### config.mk
export PLATFORM = sky130hd
export DESIGN_NAME = store_tank_flat
export DESIGN_NICKNAME = d
export VERILOG_FILES = /design/src/rtl/store_tank_if.sv /design/src/rtl/store_tank.sv /design/src/flat_wrapper.sv
export SDC_FILE = /design/constraint.sdc
export NUM_CORES = 1
export LEC_CHECK = 0
export ABC_AREA = 1
export CAP_MARGIN = 40
export CORE_ASPECT_RATIO = 0.5
export CORE_MARGIN = 10
export CORE_UTILIZATION = 31
export CTS_BUF_LIST = sky130_fd_sc_hd__clkbuf_2
export DETAILED_ROUTE_END_ITERATION = 8
export SYNTH_ARGS = -nofsm -noshare
export SYNTH_HDL_FRONTEND = slang
export SYNTH_SLANG_ARGS = --single-unit
### constraint.sdc
create_clock -name clk -period 24.8 [get_ports clk]
set_clock_uncertainty 0.05 [all_clocks]
set_input_delay 2.48 -clock clk [delete_from_list [all_inputs] [get_ports clk]]
set_output_delay 2.48 -clock clk [all_outputs]
set_load 0.1 [all_outputs]
### src/rtl/store_tank_if.sv
// -----------------------------------------------------------------------------
// store_tank_if
//   Bus between the transfer unit and a serial store tank.
//
//   Handshake: req is a one-cycle request that the tank samples only while
//   idle, together with wr and addr. After acceptance, busy stays high until
//   the transfer completes. done pulses for exactly one cycle at completion,
//   and a new req may be presented in that same done cycle. A req seen while
//   busy is dropped.
//
//   Signals (direction seen from the tank / slave side):
//     req     in   transfer request, sampled only while idle
//     wr      in   1 = write mob into the word, 0 = read the word onto mib
//     addr    in   target word (minor-cycle) index
//     mob     in   serial write data, LSB first
//     mib     out  serial read data, LSB first, registered
//     busy    out  transfer in progress
//     done    out  one-cycle completion pulse
//     pi_cnt  out  pulse interval within the current minor cycle
//     mc_cnt  out  minor cycle, i.e. the index of the word at the tank tail
//     mon_bit / mon_sync  out  monitor-tube taps (only with TANK_MONITOR_EN)
// -----------------------------------------------------------------------------
interface store_tank_if #(
  parameter int WORDS     = 16,
  parameter int WORD_BITS = 36
) ();
  localparam int AW = $clog2(WORDS);
  localparam int PW = $clog2(WORD_BITS);

  logic          req;
  logic          wr;
  logic [AW-1:0] addr;
  logic          mob;
  logic          mib;
  logic          busy;
  logic          done;
  logic [PW-1:0] pi_cnt;
  logic [AW-1:0] mc_cnt;
`ifdef TANK_MONITOR_EN
  logic          mon_bit;
  logic          mon_sync;
`endif

  // Transfer-unit side.
  modport master (
    output req, wr, addr, mob,
    input  mib, busy, done, pi_cnt, mc_cnt
`ifdef TANK_MONITOR_EN
    , input mon_bit, mon_sync
`endif
  );

  // Tank side.
  modport slave (
    input  req, wr, addr, mob,
    output mib, busy, done, pi_cnt, mc_cnt
`ifdef TANK_MONITOR_EN
    , output mon_bit, mon_sync
`endif
  );
endinterface

### src/rtl/store_tank.sv
// -----------------------------------------------------------------------------
// store_tank
//   Serial mercury-delay-line store tank. The tank holds WORDS words of
//   WORD_BITS pulse intervals each. The words recirculate continuously and
//   travel bit-serially, LSB first, one bit per clk.
//
//   Ports:
//     clk      pulse-interval clock
//     rst      asynchronous, active-high reset. It clears the storage and the
//              counters, and it aborts any transfer without a done pulse.
//     bus      store_tank_if.slave (req/wr/addr/mob in; mib/busy/done/
//              pi_cnt/mc_cnt out)
//     state_o  current FSM state, exported for observation
//
//   Optional feature (macro TANK_MONITOR_EN): adds the monitor-tube taps
//   bus.mon_bit and bus.mon_sync. Both are registered and both reset to 0.
//
//   The tail is tank_q[0] and the head is tank_q[N-1]. When pi_cnt = p and
//   mc_cnt = m, the tail holds bit p of word m.
// -----------------------------------------------------------------------------
module store_tank #(
  parameter int WORDS     = 16,
  parameter int WORD_BITS = 36
) (
  input  logic        clk,
  input  logic        rst,
  store_tank_if.slave bus,
  output logic [1:0]  state_o
);
  localparam int AW = $clog2(WORDS);
  localparam int PW = $clog2(WORD_BITS);
  localparam int N  = WORDS * WORD_BITS;

  localparam logic [PW-1:0] PI_LAST = PW'(WORD_BITS - 1);
  localparam logic [AW-1:0] MC_LAST = AW'(WORDS - 1);

  typedef enum logic [1:0] {
    S_IDLE = 2'd0,
    S_WAIT = 2'd1,
    S_XFER = 2'd2
  } state_t;

  state_t        state_q;
  logic [N-1:0]  tank_q,  tank_d;
  logic [PW-1:0] pi_q,    pi_d;
  logic [AW-1:0] mc_q,    mc_d;
  logic [AW-1:0] addr_q;
  logic          wr_q;
  logic          mib_q;
  logic          busy_q;
  logic          done_q;

  logic tail;
  logic pi_last;
  logic word_hit;
  logic gate;

  assign tail     = tank_q[0];
  assign pi_last  = (pi_q == PI_LAST);
  // The selected word is arriving at the tail, starting with its bit 0.
  assign word_hit = (pi_q == '0) && (mc_q == addr_q);
  // The gate opens in the WAIT cycle that sees the word start, which is
  // bit 0 of the transfer. It then stays open through XFER for bits 1..last.
  assign gate     = ((state_q == S_WAIT) && word_hit) || (state_q == S_XFER);

  always_comb begin
    tank_d = {tail, tank_q[N-1:1]};
    if (gate && wr_q) begin
      tank_d[N-1] = bus.mob;
    end
    pi_d = pi_last ? '0 : pi_q + 1'b1;
    mc_d = mc_q;
    if (pi_last) begin
      mc_d = (mc_q == MC_LAST) ? '0 : mc_q + 1'b1;
    end
  end

  // Recirculating delay line and its p.i. / minor-cycle position counters.
  always_ff @(posedge clk or posedge rst) begin
    if (rst) begin
      tank_q <= '0;
      pi_q   <= '0;
      mc_q   <= '0;
    end else begin
      tank_q <= tank_d;
      pi_q   <= pi_d;
      mc_q   <= mc_d;
    end
  end

  // Transfer FSM, with registered mib/busy/done outputs.
  always_ff @(posedge clk or posedge rst) begin
    if (rst) begin
      state_q <= S_IDLE;
      addr_q  <= '0;
      wr_q    <= 1'b0;
      mib_q   <= 1'b0;
      busy_q  <= 1'b0;
      done_q  <= 1'b0;
    end else begin
      done_q <= 1'b0;
      // A read copies the tail out without disturbing recirculation.
      mib_q  <= (gate && !wr_q) ? tail : 1'b0;
      case (state_q)
        S_IDLE: begin
          if (bus.req) begin
            addr_q  <= bus.addr;
            wr_q    <= bus.wr;
            busy_q  <= 1'b1;
            state_q <= S_WAIT;
          end
        end
        S_WAIT: begin
          if (word_hit) begin
            state_q <= S_XFER;
          end
        end
        S_XFER: begin
          if (pi_last) begin
            busy_q  <= 1'b0;
            done_q  <= 1'b1;
            state_q <= S_IDLE;
          end
        end
        default: begin
          state_q <= S_IDLE;
          busy_q  <= 1'b0;
        end
      endcase
    end
  end

  assign bus.mib    = mib_q;
  assign bus.busy   = busy_q;
  assign bus.done   = done_q;
  assign bus.pi_cnt = pi_q;
  assign bus.mc_cnt = mc_q;
  assign state_o    = state_q;

`ifdef TANK_MONITOR_EN
  logic mon_bit_q;
  logic mon_sync_q;

  // The monitor tube shows the raw tail regardless of gating. The sync mark
  // flags the start of word 0.
  always_ff @(posedge clk or posedge rst) begin
    if (rst) begin
      mon_bit_q  <= 1'b0;
      mon_sync_q <= 1'b0;
    end else begin
      mon_bit_q  <= tail;
      mon_sync_q <= (pi_q == '0) && (mc_q == '0);
    end
  end

  assign bus.mon_bit  = mon_bit_q;
  assign bus.mon_sync = mon_sync_q;
`endif
endmodule

### src/flat_wrapper.sv
// flat-port wrapper written by rule: the top's interface ports become plain ports
module store_tank_flat 
#(
  parameter int WORDS     = 16,
  parameter int WORD_BITS = 36
)
  (clk, rst, state_o, bus_req, bus_wr, bus_addr, bus_mob, bus_mib, bus_busy, bus_done, bus_pi_cnt, bus_mc_cnt);
  store_tank_if #(.WORDS(WORDS), .WORD_BITS(WORD_BITS)) bus_i ();
  input  logic clk;
  input  logic rst;
  output logic [1:0] state_o;
  input wire logic [$bits(bus_i.req)-1:0] bus_req;
  input wire logic [$bits(bus_i.wr)-1:0] bus_wr;
  input wire logic [$bits(bus_i.addr)-1:0] bus_addr;
  input wire logic [$bits(bus_i.mob)-1:0] bus_mob;
  output wire logic [$bits(bus_i.mib)-1:0] bus_mib;
  output wire logic [$bits(bus_i.busy)-1:0] bus_busy;
  output wire logic [$bits(bus_i.done)-1:0] bus_done;
  output wire logic [$bits(bus_i.pi_cnt)-1:0] bus_pi_cnt;
  output wire logic [$bits(bus_i.mc_cnt)-1:0] bus_mc_cnt;
  assign bus_i.req = bus_req;
  assign bus_i.wr = bus_wr;
  assign bus_i.addr = bus_addr;
  assign bus_i.mob = bus_mob;
  assign bus_mib = bus_i.mib;
  assign bus_busy = bus_i.busy;
  assign bus_done = bus_i.done;
  assign bus_pi_cnt = bus_i.pi_cnt;
  assign bus_mc_cnt = bus_i.mc_cnt;
  store_tank #(.WORDS(WORDS), .WORD_BITS(WORD_BITS)) u_core (.clk(clk), .rst(rst), .bus(bus_i), .state_o(state_o));
endmodule
Word level (Yosys, flattened, before mapping)
Cells that the tools add are included.
- reductions and logical operators: 11
- equal/unequal tests: 8
- multiplexer cells: 13
- add/sub/neg operators: 2
- bitwise gates (word level): 1
- operators by type and width (operator ; count):
    $add 6x1->6 const B ; 1
    $eq 6x6->1 const B ; 1
    $logic_not 6->1 ; 1
    $mux 1 ; 6
    $mux 2 ; 3
    $mux 6 ; 1
    $pmux 2 s3 ; 1
    $reduce_and 3->1 ; 2
    $add 4x1->4 const B ; 1
    $eq 4x4->1 ; 1
    $eq 4x4->1 const B ; 1
    $logic_and 1x1->1 ; 4
    $mux 4 ; 1
    $ne 2x1->1 const B ; 2
    $pmux 1 s3 ; 1
    $eq 2x1->1 const B ; 1
    $eq 2x2->1 const B ; 1
    $logic_not 2->1 ; 1
    $ne 2x2->1 const B ; 1
    $reduce_and 2->1 ; 1
    $logic_not 1->1 ; 1
    $logic_or 1x1->1 ; 1
    $not 1->1 ; 1
- output and inout bits: 15
- word-level logic and storage cells: 44
- input port bits: 9
- bits in registers: 596

Logic depth before layout (Yosys ltp)
- depth in word-level cells: 6
- depth in mapped cells: 9

Worst setup path before layout
OpenSTA, ideal clock, no wires.
- kind: register to output
- start point: reg u_core.pi_q[3], in the netlist u_core.bus.pi_cnt[3]
- end point: out bus_pi_cnt[3]
- arrival: 0.962 ns
- buffers on the path: 0
- required time: 22.270 ns
- setup slack: 21.308 ns
- stages on the path, launching flop included: 1
- cells stage by stage: dfrtp_1
- RTL lines (element ; RTL line ; RTL):
    start: declaration ; store_tank.sv:45 ; logic [PW-1:0] pi_q, pi_d;
    start signal: assignment ; store_tank.sv:86 ; pi_q <= pi_d;
    end: declaration ; flat_wrapper.sv:19 ; output wire logic [$bits(bus_i.pi_cnt)-1:0] bus_pi_cnt;
No word-level cell between the ends.

Final worst setup path
- start point: reg u_core.mc_q[3], in the netlist u_core.bus.mc_cnt[3]
- end point: out bus_mc_cnt[3]
- RTL lines (element ; RTL line ; RTL):
    start: declaration ; store_tank.sv:46 ; logic [AW-1:0] mc_q, mc_d;
    start signal: assignment ; store_tank.sv:87 ; mc_q <= mc_d;
    end: declaration ; flat_wrapper.sv:20 ; output wire logic [$bits(bus_i.mc_cnt)-1:0] bus_mc_cnt;
No word-level cell between the ends.

==> metrics <==
synthesized cell area 15400 um^2; IR drop worst, VDD 0.0297 mV; die area 59400 um^2; Root Buffer clkbuf_2; post-synthesis xor/xnor area fraction 0.171%; drt drc 0; worst setup path endpoint bus_mc_cnt[3]; DRT iter0 DRCs 408; part of the Yosys area used for sequential elements 97.1%; GR Util All Layers 7.18%; DP Cell Count 1375; router iterations before antenna repair 4; # nets final 872; Syn Inst Count 682; Comb pwr share 1.2%; placed wire-length estimate 9250 um; antenna violations before repair 1; Reg clk slew, reported paths 0.12 ns; Max transition margin 28.8%; Critical Path AT 2.19 ns; endpoints failing hold 0; CTS resizes 0; FF-to-FF End u_core.bus.mib; Synth Area in Simple Gates 1.52%; hold_buf cts 0; CP startpoint u_core.bus.mc_cnt[3]; worst r2r path cells 8; area of the core 48800 um^2; row cnt 57; DIE HEIGHT 177 um; Startpoint Class flop; Hold WC Path Type flop to flop; CTS Buffer Depth 3; cell internal pwr 1.24 mW; Ports 24; GP Congestion 0.720; vias in the first global route 6552; post-route ant nets 0; register area 14900 um^2; pins over their slew limit 0; drt total wl 20000 um; complex-gate fraction of the synthesized area 0.423%; area of the multi-input gates 397 um^2; Initial Util 31.5%; area delta synth->final 17.1%; final worst path period share 19.0%; layout cell share with drive strength beyond 1 25.8%; Post-CTS Setup Inserts 0; clock sink total 596; Flop pwr share 60.7%; highest fanout seen on the critical path 5; post-synthesis mux area share 0.220%; Finish-stage setup viols 0; syn nets 694; htree depth 4; fin crit period 4.72 ns; Port-buffer cells 23; pwr dens 88.9 nW/um^2; number of vias per cell 3.62; via count 5780; CP Capture Type output port; Routed wire per std cell 12.5 um; critical setup path kind flop to output port; TritonCTS clock tree done; later-pin clock latency in the skew report 0.97 ns; largest net degree at the start of global routing 213; total gr overflow 0; worst slew pin tran 1.07 ns; Yosys cell types 17; setup TNS 0 ns; first-pass GRT wire length 34200 um; FILL cells 4479; area share of fa/ha/maj cells after synthesis 0.244%; CP Data Required Time 22.27 ns; Max Clock Freq 0.212 GHz; Lkg Pwr 9.71 nW; reg2reg setup slack 23.13 ns; sw power 359 uW; Sw Ratio 22.4%; Die Wd 335 um; Mapped Avg Cell Area 22.5 um^2; RR Startpoint u_core.bus.pi_cnt[0]; RSZ-0062 raised after global routing false; fin cells 1597; Overall Power 1.60 mW; largest family of logic cells by synthesized area simple AND/OR/NAND/NOR gates; FF+latch count, synth 596; number of synthesis warnings 0; Max-cap violations 0; Clk network pwr share 38.1%; outcome completed; cts bufs inserted 132
==> sequential cells by signal, indices dropped and copies added (netlist names) <==
signal / cells
u_core.addr_q: 4
u_core.bus.busy: 1
u_core.bus.done: 1
u_core.bus.mc_cnt: 4
u_core.bus.mib: 1
u_core.bus.pi_cnt: 6
u_core.state_o: 2
u_core.tank_q: 576
u_core.wr_q: 1
==> worst max-delay path: stages, from the launching register on <==
cell	delay, ns
dfrtp_1	0.45
clkdlybuf4s50_1	0.56
buf_8	0.21
==> synthesized netlist by cell type (all sizes together) <==
library cell / number / area, um^2
a21oi: 5 / 25.0
dfrtp: 596 / 14900
ha: 3 / 37.5
inv: 15 / 56.3
mux2: 3 / 33.8
nand2: 23 / 91.3
nand3: 6 / 30.0
nand3b: 1 / 7.51
nand4: 2 / 25.0
nor2: 16 / 72.6
nor3b: 1 / 7.51
o21ai: 8 / 40.0
xor2: 3 / 26.3
==> cell type report <==
cell class,instances,area share [%]
multi-input cells,71,2.20
inverters,15,0.355
well taps,649,4.51
clock buffers,191,5.31
repair buffers,44,3.07
flip-flops and latches,596,82.9
diodes,1,0.0139
clock inverters,30,1.64
==> how the worst min path moves through the flow <==
stage                        from            endpoint  slack (ns)  cells past startpoint
3_3_place_gp   u_core.tank_q[366]  u_core.tank_q[365]        0.28                      0
4_1_cts        u_core.tank_q[117]  u_core.tank_q[116]        0.27                      0
3_5_place_dp   u_core.tank_q[103]  u_core.tank_q[102]        0.28                      0
2_1_floorplan    u_core.tank_q[1]    u_core.tank_q[0]        0.28                      0
5_1_grt        u_core.tank_q[314]  u_core.tank_q[313]        0.27                      0
6_report       u_core.tank_q[314]  u_core.tank_q[313]        0.27                      0
==> power groups by stage <==
stage	combinational (mW)	sequential [mW]	clock, mW
6_report	0.0199	0.971	0.609
5_1_grt	0.0239	0.972	0.699
4_1_cts	0.0214	0.971	0.645
3_5_place_dp	0.0214	0.990	0
3_3_place_gp	0.0193	0.990	0
2_1_floorplan	0.0140	0.991	0
==> layout by cell type, fill, tap and decap left out, drive strengths merged <==
master	instances
xor2	3
o21ai	8
nand3b	1
buf	21
nand3	6
a21oi	5
dfrtp	596
inv	17
clkdlybuf4s50	23
ha	3
diode	1
nand4	2
bufinv	6
clkbuf	191
nand2	23
nor2	16
nor3b	1
mux2	3
clkinv	18
clkinvlp	4
==> per-stage QoR <==
| stage | worst slack, ns | cell area [um^2] | utilization, % | hold slack (ns) |
|---|---|---|---|---|
| finish | 20.08 | 18000 | 36.9 | 0.271 |
| global route | 19.85 | 18000 | 36.9 | 0.272 |
| CTS | 19.92 | 18000 | 36.9 | 0.269 |
| detailed placement | 19.20 | 16700 | 34.3 | 0.285 |
| global placement | 19.22 | 16500 | 33.7 | 0.282 |
| floorplan | 5.59 | 15400 | - | 0.281 |
==> kinds of logic after synthesis <==
kind of cell / Yosys count
compound gates: 13
xor+xnor: 3
flops: 596
mux: 3
fa+ha+maj: 3
simple gates: 49
buf+inv: 15
==> per-layer routing <==
layer  up-vias  track usage [%]  wire (um)
li1       2540                -          -
met1      3070             10.1      10200
met2       128             9.17       8210
met3        42             2.99       1130
met4         0             3.95        442
met5         -                0          0
Note: power is estimated with default switching activity, not from simulation.
